<file path="src/rtl/csr_regs_pkg.sv">
// ---------------------------------------------------------------------------
// csr_regs_pkg
// Shared constants for the I2C-slave CSR block: register addresses, unlock
// key values, CTRL bit positions and the lock FSM state encoding.
// ---------------------------------------------------------------------------
package csr_regs_pkg;

  localparam logic [4:0] ADDR_ID         = 5'h00;
  localparam logic [4:0] ADDR_SCRATCH    = 5'h01;
  localparam logic [4:0] ADDR_CTRL       = 5'h02;
  localparam logic [4:0] ADDR_KEY        = 5'h03;
  localparam logic [4:0] ADDR_IRQ_STATUS = 5'h04;
  localparam logic [4:0] ADDR_IRQ_EN     = 5'h05;
  localparam logic [4:0] ADDR_CNT0       = 5'h08;
  localparam logic [4:0] ADDR_CNT1       = 5'h09;
  localparam logic [4:0] ADDR_CNT2       = 5'h0A;
  localparam logic [4:0] ADDR_CNT3       = 5'h0B;
  localparam logic [4:0] ADDR_PROT0      = 5'h10;
  localparam logic [4:0] ADDR_PROT1      = 5'h11;
  localparam logic [4:0] ADDR_PROT2      = 5'h12;
  localparam logic [4:0] ADDR_PROT3      = 5'h13;

  localparam logic [7:0] KEY1_VAL = 8'h55;
  localparam logic [7:0] KEY2_VAL = 8'hAA;

  localparam int CTRL_SNAP     = 0;
  localparam int CTRL_CLR      = 1;
  localparam int CTRL_PERR     = 6;
  localparam int CTRL_UNLOCKED = 7;

  typedef enum logic [1:0] {
    LOCK_LOCKED   = 2'd0,
    LOCK_KEY1     = 2'd1,
    LOCK_UNLOCKED = 2'd2
  } lock_state_t;

endpackage

</file>
<file path="src/rtl/csr_regs_lock.sv">
// ---------------------------------------------------------------------------
// csr_lock
// Two-key unlock sequence (KEY1_VAL then KEY2_VAL to the KEY register) that
// opens the protected config word, plus an optional relock timeout.
//
// Ports:
//   clk, rst_n     clock, asynchronous active-low reset
//   csr_we         any CSR write this cycle
//   key_we         CSR write addressed to KEY this cycle
//   key_data       write data (valid with key_we)
//   prot_we        CSR write addressed to any PROT byte this cycle
//   unlocked       PROT writes are accepted this cycle
//   reject_pulse   a PROT write this cycle is being dropped
//   state          current lock state (debug / status)
// ---------------------------------------------------------------------------
module csr_lock
  import csr_regs_pkg::*;
#(
  parameter logic [15:0] UNLOCK_TIMEOUT = 16'd50000
) (
  input  logic        clk,
  input  logic        rst_n,
  input  logic        csr_we,
  input  logic        key_we,
  input  logic [7:0]  key_data,
  input  logic        prot_we,
  output logic        unlocked,
  output logic        reject_pulse,
  output lock_state_t state
);

  localparam bit TIMEOUT_EN = (UNLOCK_TIMEOUT != 16'd0);

  lock_state_t state_n;
  logic [15:0] timer;
  logic [15:0] timer_n;
  logic        expire;

  always_ff @(posedge clk or negedge rst_n) begin
    if (!rst_n) begin
      state <= LOCK_LOCKED;
      timer <= 16'd0;
    end else begin
      state <= state_n;
      timer <= timer_n;
    end
  end

  // The timer holds the number of UNLOCKED cycles left, so the cycle where it
  // reads 1 is the expiry cycle: the FSM is still UNLOCKED but a PROT write
  // there is already refused.
  always_comb begin
    state_n = state;
    timer_n = timer;
    expire  = 1'b0;
    case (state)
      LOCK_LOCKED: begin
        if (key_we && key_data == KEY1_VAL) state_n = LOCK_KEY1;
      end
      LOCK_KEY1: begin
        if (key_we && key_data == KEY2_VAL) begin
          state_n = LOCK_UNLOCKED;
          timer_n = UNLOCK_TIMEOUT;
        end else if (csr_we) begin
          state_n = LOCK_LOCKED;
        end
      end
      LOCK_UNLOCKED: begin
        if (key_we) begin
          state_n = LOCK_LOCKED;
          timer_n = 16'd0;
        end else if (TIMEOUT_EN) begin
          if (timer == 16'd1) begin
            expire  = 1'b1;
            state_n = LOCK_LOCKED;
            timer_n = 16'd0;
          end else begin
            timer_n = timer - 16'd1;
          end
        end
      end
      default: begin
        state_n = LOCK_LOCKED;
        timer_n = 16'd0;
      end
    endcase
  end

  assign unlocked     = (state == LOCK_UNLOCKED) && !expire;
  assign reject_pulse = prot_we && !unlocked;

endmodule

</file>
<file path="src/rtl/csr_regs.sv">
// ---------------------------------------------------------------------------
// csr_regs
// Control/status register file for the CSR side of the I2C slave: ID,
// scratch, event counter with snapshot, W1C interrupt status with enable and
// a key-locked 32-bit protected config word.
//
// Bus protocol: csr_we is a single-cycle strobe with csr_a/csr_do valid in the
// same cycle; there is no ready/stall, every strobe is consumed on that edge.
// csr_di is purely combinational from csr_a and shows written values from the
// cycle after the write edge.
//
// Ports:
//   clk, rst_n   clock, asynchronous active-low reset
//   csr_a        register address (32-byte space)
//   csr_we       write strobe
//   csr_do       write data
//   csr_di       read data
//   cnt_tick     event counter increment enable
//   irq_src      level interrupt sources (rising edge sets status)
//   irq          registered |(status & enable)
//   prot_cfg     protected configuration word
// ---------------------------------------------------------------------------
module csr_regs
  import csr_regs_pkg::*;
#(
  parameter logic [7:0]  VERSION        = 8'h01,
  parameter logic [31:0] PROT_RESET     = 32'h0000_0000,
  parameter logic [15:0] UNLOCK_TIMEOUT = 16'd50000
) (
  input  logic        clk,
  input  logic        rst_n,
  input  logic [4:0]  csr_a,
  input  logic        csr_we,
  input  logic [7:0]  csr_do,
  output logic [7:0]  csr_di,
  input  logic        cnt_tick,
  input  logic [7:0]  irq_src,
  output logic        irq,
  output logic [31:0] prot_cfg
);

  logic [7:0]  scratch;
  logic        perr;
  logic [7:0]  irq_status;
  logic [7:0]  irq_en;
  logic [7:0]  irq_src_q;
  logic [31:0] counter;
  logic [31:0] snapshot;

  logic        wr_scratch;
  logic        wr_ctrl;
  logic        wr_key;
  logic        wr_status;
  logic        wr_en;
  logic        wr_prot;
  logic        unlocked;
  logic        reject_pulse;
  lock_state_t lock_state;

  assign wr_scratch = csr_we && (csr_a == ADDR_SCRATCH);
  assign wr_ctrl    = csr_we && (csr_a == ADDR_CTRL);
  assign wr_key     = csr_we && (csr_a == ADDR_KEY);
  assign wr_status  = csr_we && (csr_a == ADDR_IRQ_STATUS);
  assign wr_en      = csr_we && (csr_a == ADDR_IRQ_EN);
  assign wr_prot    = csr_we && (csr_a[4:2] == ADDR_PROT0[4:2]);

  csr_lock #(
    .UNLOCK_TIMEOUT (UNLOCK_TIMEOUT)
  ) u_lock (
    .clk          (clk),
    .rst_n        (rst_n),
    .csr_we       (csr_we),
    .key_we       (wr_key),
    .key_data     (csr_do),
    .prot_we      (wr_prot),
    .unlocked     (unlocked),
    .reject_pulse (reject_pulse),
    .state        (lock_state)
  );

  // Plain RW registers.
  always_ff @(posedge clk or negedge rst_n) begin
    if (!rst_n) begin
      scratch <= 8'h00;
      irq_en  <= 8'h00;
    end else begin
      if (wr_scratch) scratch <= csr_do;
      if (wr_en)      irq_en  <= csr_do;
    end
  end

  // PERR: a rejected PROT write wins over a same-cycle W1C.
  always_ff @(posedge clk or negedge rst_n) begin
    if (!rst_n) begin
      perr <= 1'b0;
    end else if (reject_pulse) begin
      perr <= 1'b1;
    end else if (wr_ctrl && csr_do[CTRL_PERR]) begin
      perr <= 1'b0;
    end
  end

  // Event counter. SNAP samples the register value before this edge's
  // clear/increment, so SNAP+CLR together captures the pre-clear count.
  always_ff @(posedge clk or negedge rst_n) begin
    if (!rst_n) begin
      counter  <= 32'd0;
      snapshot <= 32'd0;
    end else begin
      if (wr_ctrl && csr_do[CTRL_SNAP]) snapshot <= counter;
      if (wr_ctrl && csr_do[CTRL_CLR]) begin
        counter <= 32'd0;
      end else if (cnt_tick) begin
        counter <= counter + 32'd1;
      end
    end
  end

  // Interrupts: rising-edge set beats a same-cycle W1C clear.
  always_ff @(posedge clk or negedge rst_n) begin
    if (!rst_n) begin
      irq_src_q  <= 8'h00;
      irq_status <= 8'h00;
      irq        <= 1'b0;
    end else begin
      irq_src_q  <= irq_src;
      irq_status <= (irq_status & ~(wr_status ? csr_do : 8'h00))
                  | (irq_src & ~irq_src_q);
      irq        <= |(irq_status & irq_en);
    end
  end

  // Protected config word, byte-writable only while unlocked.
  always_ff @(posedge clk or negedge rst_n) begin
    if (!rst_n) begin
      prot_cfg <= PROT_RESET;
    end else if (wr_prot && unlocked) begin
      prot_cfg[{csr_a[1:0], 3'b000} +: 8] <= csr_do;
    end
  end

  // Read mux.
  always_comb begin
    csr_di = 8'h00;
    case (csr_a)
      ADDR_ID:         csr_di = VERSION;
      ADDR_SCRATCH:    csr_di = scratch;
      ADDR_CTRL: begin
        csr_di[CTRL_PERR]     = perr;
        csr_di[CTRL_UNLOCKED] = (lock_state == LOCK_UNLOCKED);
      end
      ADDR_IRQ_STATUS: csr_di = irq_status;
      ADDR_IRQ_EN:     csr_di = irq_en;
      ADDR_CNT0:       csr_di = snapshot[7:0];
      ADDR_CNT1:       csr_di = snapshot[15:8];
      ADDR_CNT2:       csr_di = snapshot[23:16];
      ADDR_CNT3:       csr_di = snapshot[31:24];
      ADDR_PROT0:      csr_di = prot_cfg[7:0];
      ADDR_PROT1:      csr_di = prot_cfg[15:8];
      ADDR_PROT2:      csr_di = prot_cfg[23:16];
      ADDR_PROT3:      csr_di = prot_cfg[31:24];
      default:         csr_di = 8'h00;
    endcase
  end

endmodule

</file>
<file path="config.mk">
export PLATFORM = sky130hd
export DESIGN_NAME = csr_regs
export DESIGN_NICKNAME = d
export VERILOG_FILES = /design/src/rtl/csr_regs_pkg.sv /design/src/rtl/csr_regs_lock.sv /design/src/rtl/csr_regs.sv
export SDC_FILE = /design/constraint.sdc
export NUM_CORES = 1
export LEC_CHECK = 0
export CAP_MARGIN = 30
export CORE_MARGIN = 4
export CORE_UTILIZATION = 40
export CTS_BUF_LIST = sky130_fd_sc_hd__clkbuf_8
export CTS_CLUSTER_SIZE = 24
export DETAILED_ROUTE_END_ITERATION = 16
export SETUP_SLACK_MARGIN = 0.1
export SLEW_MARGIN = 10
export SYNTH_ARGS = -nofsm -noshare
export SYNTH_HDL_FRONTEND = slang
export SYNTH_HIERARCHICAL = 1
export SYNTH_SLANG_ARGS = --single-unit
</file>
<file path="constraint.sdc">
create_clock -name clk -period 2.5 [get_ports clk]
set_input_delay 0.5 -clock clk [delete_from_list [all_inputs] [get_ports clk]]
set_output_delay 0.5 -clock clk [all_outputs]
set_load 0.03 [all_outputs]
</file>
After elaboration in Yosys (flattened, before gate mapping)
Index checks and enable logic that the tools add are counted.
- register bits after elaboration: 148
- input port bits: 25
- word-level logic and storage cells: 90
- add/sub/neg operators: 3
- equal/unequal tests: 23
- shifts and indexed selects: 2
- multiplexer cells: 21
- bitwise operators: 7
- reduce and logical (&&, ||, !) cells: 23
- operators with widths (kind ; count):
    $pmux W6 S12 ; 1
    $mux W32 ; 2
    $mux W16 ; 3
    $pmux W16 S3 ; 1
    $add A32 B1 Y32 const B ; 1
    $bwmux W32 ; 1
    $shift A8 B7 Y32 const A ; 1
    $shiftx A8 B7 Y32 ; 1
    $and A8 B8 Y8 ; 3
    $pmux W2 S12 ; 1
    $eq A5 B4 Y1 const B ; 4
    $eq A5 B5 Y1 const B ; 4
    $eq A16 B1 Y1 const B ; 1
    $not A8 Y8 ; 2
    $sub A16 B1 Y16 const B ; 1
    $logic_and A1 B1 Y1 ; 14
    $eq A5 B2 Y1 const B ; 2
    $eq A5 B3 Y1 const B ; 2
    $mux W2 ; 5
    $eq A8 B7 Y1 const B ; 1
    $eq A8 B8 Y1 const B ; 1
    $mux W8 ; 1
    $or A8 B8 Y8 ; 1
    $reduce_or A8 Y1 ; 1
    other kinds (17) ; 24

Longest topological paths before layout
Gate-level depths: netlist of the first run.
- depth after elaboration: 9
- mapped depth: 10
- depth with buffers taken out: 8

By module
The synthesis of the first run kept the hierarchy.
- modules (own cells, without submodules) (module ; times used ; cells an instance ; area each (um^2) ; seq. area each (um^2)):
    csr_regs ; 1 ; 581 ; 6396.1 ; 3253.1
    csr_lock ; 1 ; 142 ; 1228.7 ; 450.4

Worst setup path before layout of the first run
No wires, ideal clock.
- path type: input port to output port
- start: in csr_a[3]
- end: out csr_di[1]
- arrival time: 2.005 ns
- data required time: 2.000 ns
- setup slack: -0.005 ns
- stages: 6
- path buffers: 2
- path through: clkbuf_1 > nor2b_1 > clkbuf_1 > o2bb2ai_1 > a21oi_1 > o211ai_1
- longest elaborated chain between the ends: 2
- elaborated cells between the ends (all ways): 13
- ends and longest elaborated chain (element ; RTL line ; text):
    start, declared ; csr_regs.sv:32 ; input logic [4:0] csr_a,
    $eq A5 B5 Y1 (tied with other cells) ; csr_regs.sv:145 ; case (csr_a)
    $pmux W6 S12 * ; csr_regs.sv:145 ;
    end, declared ; csr_regs.sv:35 ; output logic [7:0] csr_di,
Every way passes the cells marked *; elsewhere a longest branch is shown, timed or not.

Worst setup path in the final report of the first run
- start: reg prot_cfg[24]
- end: out csr_di[0]
- longest elaborated chain between the ends: 1
- ends and longest elaborated chain (element ; RTL line ; text):
    start, declared ; csr_regs.sv:39 ; output logic [31:0] prot_cfg
    start signal, assigned by index ; csr_regs.sv:138 ; prot_cfg[{csr_a[1:0], 3'b000} +: 8] <= csr_do;
    $pmux W6 S12 ; csr_regs.sv:145 ;
Every way passes these cells.

==> summary.txt, run 1 <==
Critical path
  – Startpoint types: flip-flop
  – Family with the most delay on the worst path: compound AO/OA/AOI/OAI gates
  – CP Depth: 5
  – Slowest CP cell: dfrtp_1
  – Reg2Reg Setup Slack: approximately 0.24 ns
  – R2R cell count: 5
  – CP Capture Type: output port
  – Count of buffer and inverter cells on the critical path: 1
  – Req. time, crit path: approximately 2.0 ns
  – Max incr delay on CP: 0.43 ns
  – Crit path kind: flip-flop to output port
  – CP arrival: about 2.1 ns
  – Critical Path Fanout Max: 2
  – CP cell instances: a22o_1, a221oi_2, o221ai_1, a221o_2, buf_6

Placement
  – GPL Wtd Cong: just over 0.9
  – Area after DPL: between 0.009 and 0.01 mm^2
  – Dpl hpwl: between 15,000 and 20,000 um
  – Number of buffers added on ports: 65
  – DP Worst Slack: -0.631 ns

Floorplanning
  – Die X: 146 um
  – Core area: approximately 0.019 mm^2
  – IO Pins: 66
  – # rows: 50
  – DIE AREA: roughly 0.021 mm^2
  – Vertical die dimension: 146 um
  – Initial Util: between 40% and 50%

GRT
  – Total track usage: 22.4%
  – First-pass GRT wire length: around 38,000 um
  – Vias in the first global route: around 6,700
  – Initial antenna violation count: 0
  – Overflow left after global routing: 0
  – Largest net degree at the start of global routing: 63

Detailed routing
  – Remaining DRCs: 0
  – Vias per cell: between 5 and 6
  – DR WL/cell: roughly 21 um
  – DR vias: around 6,700
  – First drt pass iteration count: 5
  – Initial DRC Count: 506
  – Final ANT Viol Nets: 0
  – Drt total wl: roughly 24,000 um

Logic synthesis
  – Syn Std Cell Area: 0.00762 mm^2
  – Synth top area share: just under 50%
  – Count leader, synth: dfrtp_1
  – Mapped Nets: between 700 and 800
  – Instance count of the mapped netlist: 723
  – Yosys warnings: 6
  – Post-synthesis sequential area ratio: 48.6%
  – Yosys reg bits: between 100 and 150
  – Post-synth top area cell: dfrtp_1
  – Library cells used by synthesis: 72
  – Async S/R FF share, synth: 100%
  – Avg Cell Area, Syn: about 11 um^2
  – Cell types with the highest counts after synthesis: dfrtp_1 (148), nand2_1 (50), mux2_2 (49), nand4_1 (46), nor2_1 (33)
  – Area contributors post-synth: dfrtp_1 (49%), mux2_2 (7.2%), a21bo_2 (4.2%)
  – EDFF count, synth: 0
  – Top FF cell, synth: dfrtp_1

Power and ir drop
  – Overall Power: approximately 5.9 mW
  – Maximum VDD drop: approximately 0.37 mV
  – Pwr Density: between 500 and 600 mW/mm^2
  – P_leak: 4.41 nW

Finish
  – Share of layout cells above drive strength 1: a little under a third
  – # diodes: 0
  – Post-route design area: 0.0101 mm^2
  – Core Util, Final: 53.8%
  – Area grow syn2layout: 32.1%
  – Nets@finish: 914

STA
  – Tightest Pin Transition: between 0.4 and 0.5 ns
  – Final Hold Viols: 0
  – Part of the cycle the worst path needs: 102%
  – Final WS setup: -0.0559 ns
  – Achievable clock frequency: 391 MHz
  – Clk_skew: between 0.015 and 0.02 ns
  – Max-slew headroom: between 60% and 70%
  – Crit path time final: approximately 2.6 ns
  – Slew Viols, Final: 0
  – RSZ-0062 raised after global routing: yes
  – Final setup vio count: 2
  – Hold slack: just over 0.5 ns

Clock network
  – Clock-pin slew on the worst setup and hold paths: roughly 0.10 ns
  – Worst-Skew Late Latency: 0.46 ns
  – CTS tree: yes
  – Clk buf depth: 2
  – CTS root buffer: clkbuf_8
  – Clk sink count: approximately 150
  – H-tree depth: 4
  – Cts bufs inserted: 17

Min path
  – Hold Crit Depth: 1
  – Worst hold path class: flip-flop to flip-flop

Run status
  – Status: finished, violations left
  – Failing checks: setup timing

Run
  – Max cap viols: 0
==> power by group <==
part	switching (mW)	internal, mW	total [mW]
Sequential	0.208	2.56	2.77
Combinational	0.547	0.469	1.02
Clock	1.03	1.12	2.15
==> worst reg2reg max path: cells and delay by family, from the launching register on <==
family / cells / cell delay (ns)
compound gates: 1 / 0.17
fa+ha+maj: 1 / 0.28
flops: 1 / 0.49
simple gates: 3 / 1.27
==> cell usage in the layout (no fill, tap or decap), types with 4 or more instances in the layout <==
cell type,n
nor4_1,5
and3b_1,5
nand3b_1,5
and3_1,5
nand4_1,46
o31ai_1,14
or3_1,10
o22ai_1,8
nor2b_1,5
mux2_2,48
ha_4,4
clkdlybuf4s50_1,51
buf_6,13
a22oi_1,17
a21oi_1,30
xnor2_1,8
nor3_1,13
a22o_1,14
clkbuf_8,17
ha_1,6
nand3_1,16
a21bo_2,32
buf_4,96
inv_8,5
nand2b_1,6
dfrtp_1,147
a22oi_2,10
nor2_1,32
buf_12,9
o21ai_0,21
inv_1,24
nand2_1,50
bufinv_16,4
or4_1,17
==> registers in the layout (all words and copies together), names as in the netlist <==
name,cells
counter,32
prot_cfg,32
snapshot,32
u_lock/timer,16
irq_en,8
irq_src_q,8
irq_status,8
scratch,8
u_lock/state,2
irq,1
perr,1
==> area by class of cell <==
type	instances	area, um^2
Inverter	26	105
Sequential cell	148	3700
Fill cell	1650	8630
Clock inverter	15	219
Multi-Input combinational cell	509	3860
Tap cell	234	293
Timing Repair Buffer	177	1650
Clock buffer	17	234
==> layer usage <==
metal | global-route usage [%] | share of wire (%)
met2 | 35.0 | 46
met4 | 7.06 | 2.5
met3 | 4.22 | 5.1
met1 | 31.7 | 46
met5 | 0 | 0
==> stage by stage <==
| step | setup TNS [ns] | instances |
|---|---|---|
| finish | -0.0588 | 1126 |
| CTS | -0.101 | 1122 |
| floorplan | 0 | 723 |
| global route | -0.184 | 1126 |
| global placement | -32.33 | 1078 |
| detailed placement | -39.03 | 1078 |
==> cell families (layout without fill, tap and decap cells) <==
group	count (synthesis)	after routing	share of synthesized area, %
muxes	53	53	7.76
buffers and inverters	66	235	3.46
AOI/OAI and AO/OA	194	194	19.2
adders and majority gates	10	10	1.64
DFF	148	148	48.6
and+or+nand+nor	241	241	18.1
xor gates and xnor gates	11	11	1.26
==> worst paths after layout <==
check	from	to
worst max-delay path	prot_cfg[24]	csr_di[0]
worst min-delay path	scratch[0]	scratch[0]
worst max register to register	counter[0]	counter[20]
worst min register to register	scratch[0]	scratch[0]
max in group asynchronous	rst_n	prot_cfg[9]
min in group asynchronous	rst_n	u_lock/timer[10]
==> repair_timing <==
item / CTS / global route
hold endpoints to repair: 40 / 0
pin swaps: 16 / 17
gates resized for setup: 71 / 18
hold buffers: 1 / 0
setup buffers: 10 / 4
endpoints found under the setup margin: 53 / 37
gates cloned: 1 / 1
Power figures use the tool's default switching activity.
==> inputs of run 2 (changes only) <==
Settings changed: RECOVER_POWER set to 50.
==> summary.txt, run 2 (synthesis results as in run 1) <==
STA
  – Slew Viols, Final: 0 (unchanged)
  – Final setup vio count: 1 (was 2)
  – Max-slew headroom: 26.6% (was 68.7%)
  – RSZ-0062 raised after global routing: yes (unchanged)
  – Final Hold Viols: 0 (unchanged)
  – Final WS setup: -0.0702 ns (was -0.0559 ns)
  – Part of the cycle the worst path needs: 103% (was 102%)
  – Achievable clock frequency: 389 MHz (was 391 MHz)
  – Crit path time final: 2.57 ns (was 2.56 ns)
  – Setup TNS: -0.0702 ns (was -0.0588 ns)
  – Clk_skew: 0.0167 ns (was 0.0177 ns)
  – Tightest Pin Transition: 1.10 ns (was 0.467 ns)

GRT
  – Largest net degree at the start of global routing: 63 (unchanged)
  – Vias in the first global route: 6,736 (unchanged)
  – Overflow left after global routing: 0 (unchanged)
  – Initial antenna violation count: 0 (unchanged)
  – Total track usage: 22.4% (unchanged)
  – First-pass GRT wire length: 37,800 um (unchanged)

Finish
  – Largest registers: counter x32, prot_cfg x32, snapshot x32 (unchanged)
  – # diodes: 0 (unchanged)
  – Most frequent cells in the layout: dfrtp_1 (147), buf_4 (90), nand2_1 (50) (was dfrtp_1 (147), buf_4 (96), clkdlybuf4s50_1 (51))
  – Commonest non-fill, non-tap cell in the layout: dfrtp_1 (unchanged)
  – FF+latch area: 0.00370 mm^2 (unchanged)
  – Nets@finish: 914 (unchanged)
  – Share of layout cells above drive strength 1: 31.3% (was 31.8%)
  – Area grow syn2layout: 31.6% (was 32.1%)
  – Fillers: 1,658 (was 1,650)
  – Multi-input logic area: 0.00386 mm^2 (unchanged)
  – Core Util, Final: 53.6% (was 53.8%)

Placement
  – Dpl hpwl: 17,300 um (unchanged)
  – Number of buffers added on ports: 65 (unchanged)
  – GPL Wtd Cong: 0.921 (unchanged)

Clock network
  – Clk sink count: 148 (unchanged)
  – Worst-Skew Late Latency: 0.47 ns (was 0.46 ns)
  – Clock-pin slew on the worst setup and hold paths: 0.10 ns (about the same)
  – H-tree depth: 4 (unchanged)
  – Clk buf depth: 2 (unchanged)
  – Cts bufs inserted: 17 (unchanged)
  – CTS root buffer: clkbuf_8 (unchanged)
  – CTS tree: yes (unchanged)

Power and ir drop
  – Maximum VDD drop: 0.369 mV (about the same)
  – Pwr Density: 591 mW/mm^2 (was 589 mW/mm^2)
  – P_leak: 4.39 nW (was 4.41 nW)

Critical path
  – Startpoint types: flip-flop (unchanged)
  – Req. time, crit path: 2.00 ns (about the same)
  – Critical Path Fanout Max: 2 (unchanged)
  – Crit path kind: flip-flop to output port (unchanged)
  – CP Capture Type: output port (unchanged)
  – CP arrival: 2.07 ns (was 2.06 ns)

Run status
  – Status: finished, violations left (unchanged)
  – Failing checks: setup timing (unchanged)

Detailed routing
  – DR WL/cell: 21.2 um (about the same)
  – Drt total wl: 23,900 um (about the same)
  – Final ANT Viol Nets: 0 (unchanged)
  – DR vias: 6,678 (was 6,708)
  – First drt pass iteration count: 5 (unchanged)
  – Remaining DRCs: 0 (unchanged)
  – Initial DRC Count: 456 (was 506)
  – Vias per cell: 5.93 (was 5.96)

Min path
  – Worst hold path class: flip-flop to flip-flop (unchanged)

Floorplanning
  – DIE AREA: 0.0213 mm^2 (unchanged)
  – # rows: 50 (unchanged)
  – Vertical die dimension: 146 um (unchanged)
  – Die X: 146 um (unchanged)
  – Initial Util: 40.8% (unchanged)
  – Core area: 0.0187 mm^2 (unchanged)
  – IO Pins: 66 (unchanged)

Run
  – Max cap viols: 0 (unchanged)
## run 2: changes by cell type in the layout (fill, tap and decap cells not counted), sizes merged
| cell | change |
|---|---|
| clkbuf | +8 |
| dlygate4sd3 | +9 |
| clkdlybuf4s50 | -9 |
| buf | -8 |
## run 2: stage by stage
stage	hold WS [ns]	cells	setup WS, ns	cell area, um^2	total power, mW
finish	0.510	1126	-0.0702	10000	5.93
global route	0.537	1126	-0.152	10000	6.17
CTS	0.488	1122	-0.0855	9980	5.94
detailed placement	0.452	1078	-0.631	9230	3.74
global placement	0.442	1078	-0.569	9230	3.71
floorplan	0.204	723	0.0476	7660	3.28
## run 2: timing repair
action,in CTS,in global routing
buffers inserted,10,4
hold buffers,1,0
gates cloned,1,1
resized for setup,71,18
pin swaps,16,17
hold endpoints to repair,40,0
setup endpoints to repair,53,37
## run 2: per-layer routing
metal,vias to the layer above,routed length (um),global-route usage (%)
li1,3060,-,-
met1,3379,11000,31.7
met2,208,11100,35.0
met3,31,1180,4.22
met4,0,561,7.06
met5,-,0,0
## run 2: cell type report
| class | count | share of cell area [%] |
|---|---|---|
| multi-input cells | 509 | 38.5 |
| flip-flops and latches | 148 | 36.9 |
| repair buffers | 177 | 16.1 |
| well taps | 234 | 2.92 |
| clock buffers | 17 | 2.33 |
| clock inverters | 15 | 2.18 |
| inverters | 26 | 1.05 |
## run 2: worst paths after layout
path	slack (ns)	depth (start not counted)	to	from
min	0.51	1	scratch[0]	scratch[0]
max	-0.07	5	csr_di[0]	prot_cfg[24]
min in group asynchronous	0.78	2	u_lock/timer[10]	rst_n
max in group asynchronous	0.33	3	counter[24]	rst_n
min reg2reg	0.51	1	scratch[0]	scratch[0]
max reg2reg	0.24	5	counter[20]	counter[0]
## run 2: critical path: stages, from the launching register on
cell,delay (ns)
dfrtp_1,0.43
a22o_1,0.24
a221oi_2,0.24
o221ai_1,0.16
a221o_2,0.39
buf_6,0.15
## run 2: power by group
group,leakage (nW),switching (mW),internal [mW]
combinational,2.20,0.547,0.461
clock,0.233,1.03,1.12
sequential,1.96,0.207,2.56
total,4.39,1.79,4.14
==> RTL edit: new RTL, config.mk and constraints of run 2 <==
Re-encode `lock_state_t` (3 states) as one-hot, 3 bits wide.
--- a/src/rtl/csr_regs_pkg.sv
+++ b/src/rtl/csr_regs_pkg.sv
@@ -28,10 +28,10 @@
   localparam int CTRL_PERR     = 6;
   localparam int CTRL_UNLOCKED = 7;
 
-  typedef enum logic [1:0] {
-    LOCK_LOCKED   = 2'd0,
-    LOCK_KEY1     = 2'd1,
-    LOCK_UNLOCKED = 2'd2
+  typedef enum logic [2:0] {
+    LOCK_LOCKED   = 3'b001,
+    LOCK_KEY1     = 3'b010,
+    LOCK_UNLOCKED = 3'b100
   } lock_state_t;
 
 endpackage
Check against the original RTL: no difference found for any inputs over 4 cycles, from zero or initial values and one cycle with rst_n low; so few cycles prove little.
==> RTL edit against run 2 <==
Setup slack gained 110 ps. Total power fell by 7.4%. Wire length is 4.3% lower. Register-to-register slack got worse by 80 ps. Sequential share of layout area increased by 1.1 points. Count of clock-buffer cells in the layout unchanged. Design area fell by 2.1%. Area after synthesis shrank 3.1%. Synthesized cell count is 0.14% lower. Critical path depth grew 5. Sequential cell count increased by 1. Clock power down 13%. Combinational power shrank 11%. Via count down 3.6%.
==> RTL edit: results <==
metrics = {
    "route": {
        "vias_per_cell": 5.75,
        "drt_wl_total_um": 22800,
        "dr.first_iter.drc_count": 521,
    },
    "placed_design": {
        "place_hpwl_um": 16700,
        "gp_congestion": 0.997,
    },
    "layout": {
        "fin_nets": 910,
        "drive_above_1_share": 0.309,
    },
    "critical_path": {
        "r2r_end": "prot_cfg[26]$_DFFE_PN0P_",
        "cpMaxStageDelayCell": "a22oi_2",
        "reg2reg_from": "u_lock/timer[1]$_DFFE_PN0P_",
        "reg2regPathDepth": 10,
        "reg2reg_slack_ps": 160,
        "worstPathMaxFanout": 6,
        "slowest_delay_ps": 240,
        "cp.arrival_ps": 1970,
    },
    "synth": {
        "synth_area_leaders": "dfrtp_1, mux2_2, nand2_1, o21ai_0, a21oi_1",
        "ys_seq_area_frac": 0.505,
        "synth_cell_types": 77,
        "synth_common_cells": "dfrtp_1, nand2_1, o21ai_0, mux2_2, a21oi_1",
    },
    "pwr": {
        "ir_drop_v": 0.000462,
    },
    "grt": {
        "first_global_vias": 6317,
        "grt_use_total": 0.223,
        "grt_pass1_wl_um": 35300,
    },
    "timing": {
        "max_slew_margin": 0.0902,
    },
    "status": {
        "status": "finished, final reports clean",
    },
    "hold_path": {
        "worstHoldStart": "u_lock/timer[10]$_DFFE_PN0P_",
    },
}
-- RTL edit: changes by cell type after synthesis, sizes merged, moves of 9 or more --
cell	before	now
clkbuf	26	16
buf	14	23
o21ai	23	56
nand4	46	14
nand2	50	105
a21bo	32	0
-- RTL edit: layer usage --
metal,vias up,GRT usage,wire length [um]
li1,2979,-,-
met5,-,0,0
met2,231,0.343,10500
met1,3186,0.306,10300
met4,0,0.0768,531
met3,42,0.0572,1490
-- RTL edit: final cells by class --
cell class / count / area, sq um
Clock buffer: 17 / 234
Clock inverter: 15 / 159
Fill cell: 1563 / 8260
Inverter: 20 / 82.6
Multi-Input combinational cell: 514 / 3730
Sequential cell: 149 / 3730
Tap cell: 229 / 287
Timing Repair Buffer: 176 / 1600
-- RTL edit: critical path: cells and delay by family --
family,cells,cell delay [ps]
adder cells (fa/ha/maj),1,180
AO/OA/AOI/OAI,4,630
buffers and inverters,5,650
-- RTL edit: per-stage QoR --
step	cell area, sq um	cells	TNS, ps	worst slack, ps	hold slack (ps)
floorplan	7400	722	0	91.0	204
global placement	8900	1065	-20310	-765	473
detailed placement	8900	1065	-23200	-737	467
CTS	9620	1106	0	8.67	490
global route	9820	1120	-20.6	-19.0	519
finish	9820	1120	0	35.0	489
-- RTL edit: worst max path at each step --
stage                                              end  slack (ps)                        start  depth (start not counted)
after floorplan           u_lock/timer[14]$_DFFE_PN0P_          90  u_lock/timer[7]$_DFFE_PN0P_                          6
after global placement                       csr_di[6]        -760                     csr_a[0]                          9
after detailed placement                     csr_di[6]        -740                     csr_a[0]                          9
after CTS                                    csr_di[0]           9                     csr_a[3]                          8
after global routing                         csr_di[7]         -20                     csr_a[1]                         10
final                                        csr_di[7]          30                     csr_a[1]                         10
-- RTL edit: power by group through the flow --
stage               sequential (mW)  combinational (mW)  clock (mW)
floorplan                      2.70               0.432           0
global placement               2.75               0.825           0
detailed placement             2.76               0.839           0
CTS                            2.71               0.886        1.92
global route                   2.74               0.981        2.02
finish                         2.72               0.898        1.88
-- RTL edit: kinds of logic (layout without fill, tap and decap cells) --
group | after synthesis | count (layout) | share of synthesized area
buf+inv | 59 | 228 | 0.0362
simple gates | 262 | 262 | 0.195
fa+ha+maj | 7 | 7 | 0.0119
xor+xnor | 11 | 11 | 0.0130
flops | 149 | 149 | 0.505
mux | 51 | 51 | 0.0767
compound gates | 183 | 183 | 0.162
-- RTL edit: timing repair --
item / CTS / global route
pin swaps: 12 / 26
buffers inserted: 7 / 13
gates resized for setup: 80 / 66
setup endpoints to repair: 55 / 43
hold endpoints to repair: 20 / 0
gates cloned: 1 / 2
hold buffers: 1 / 0
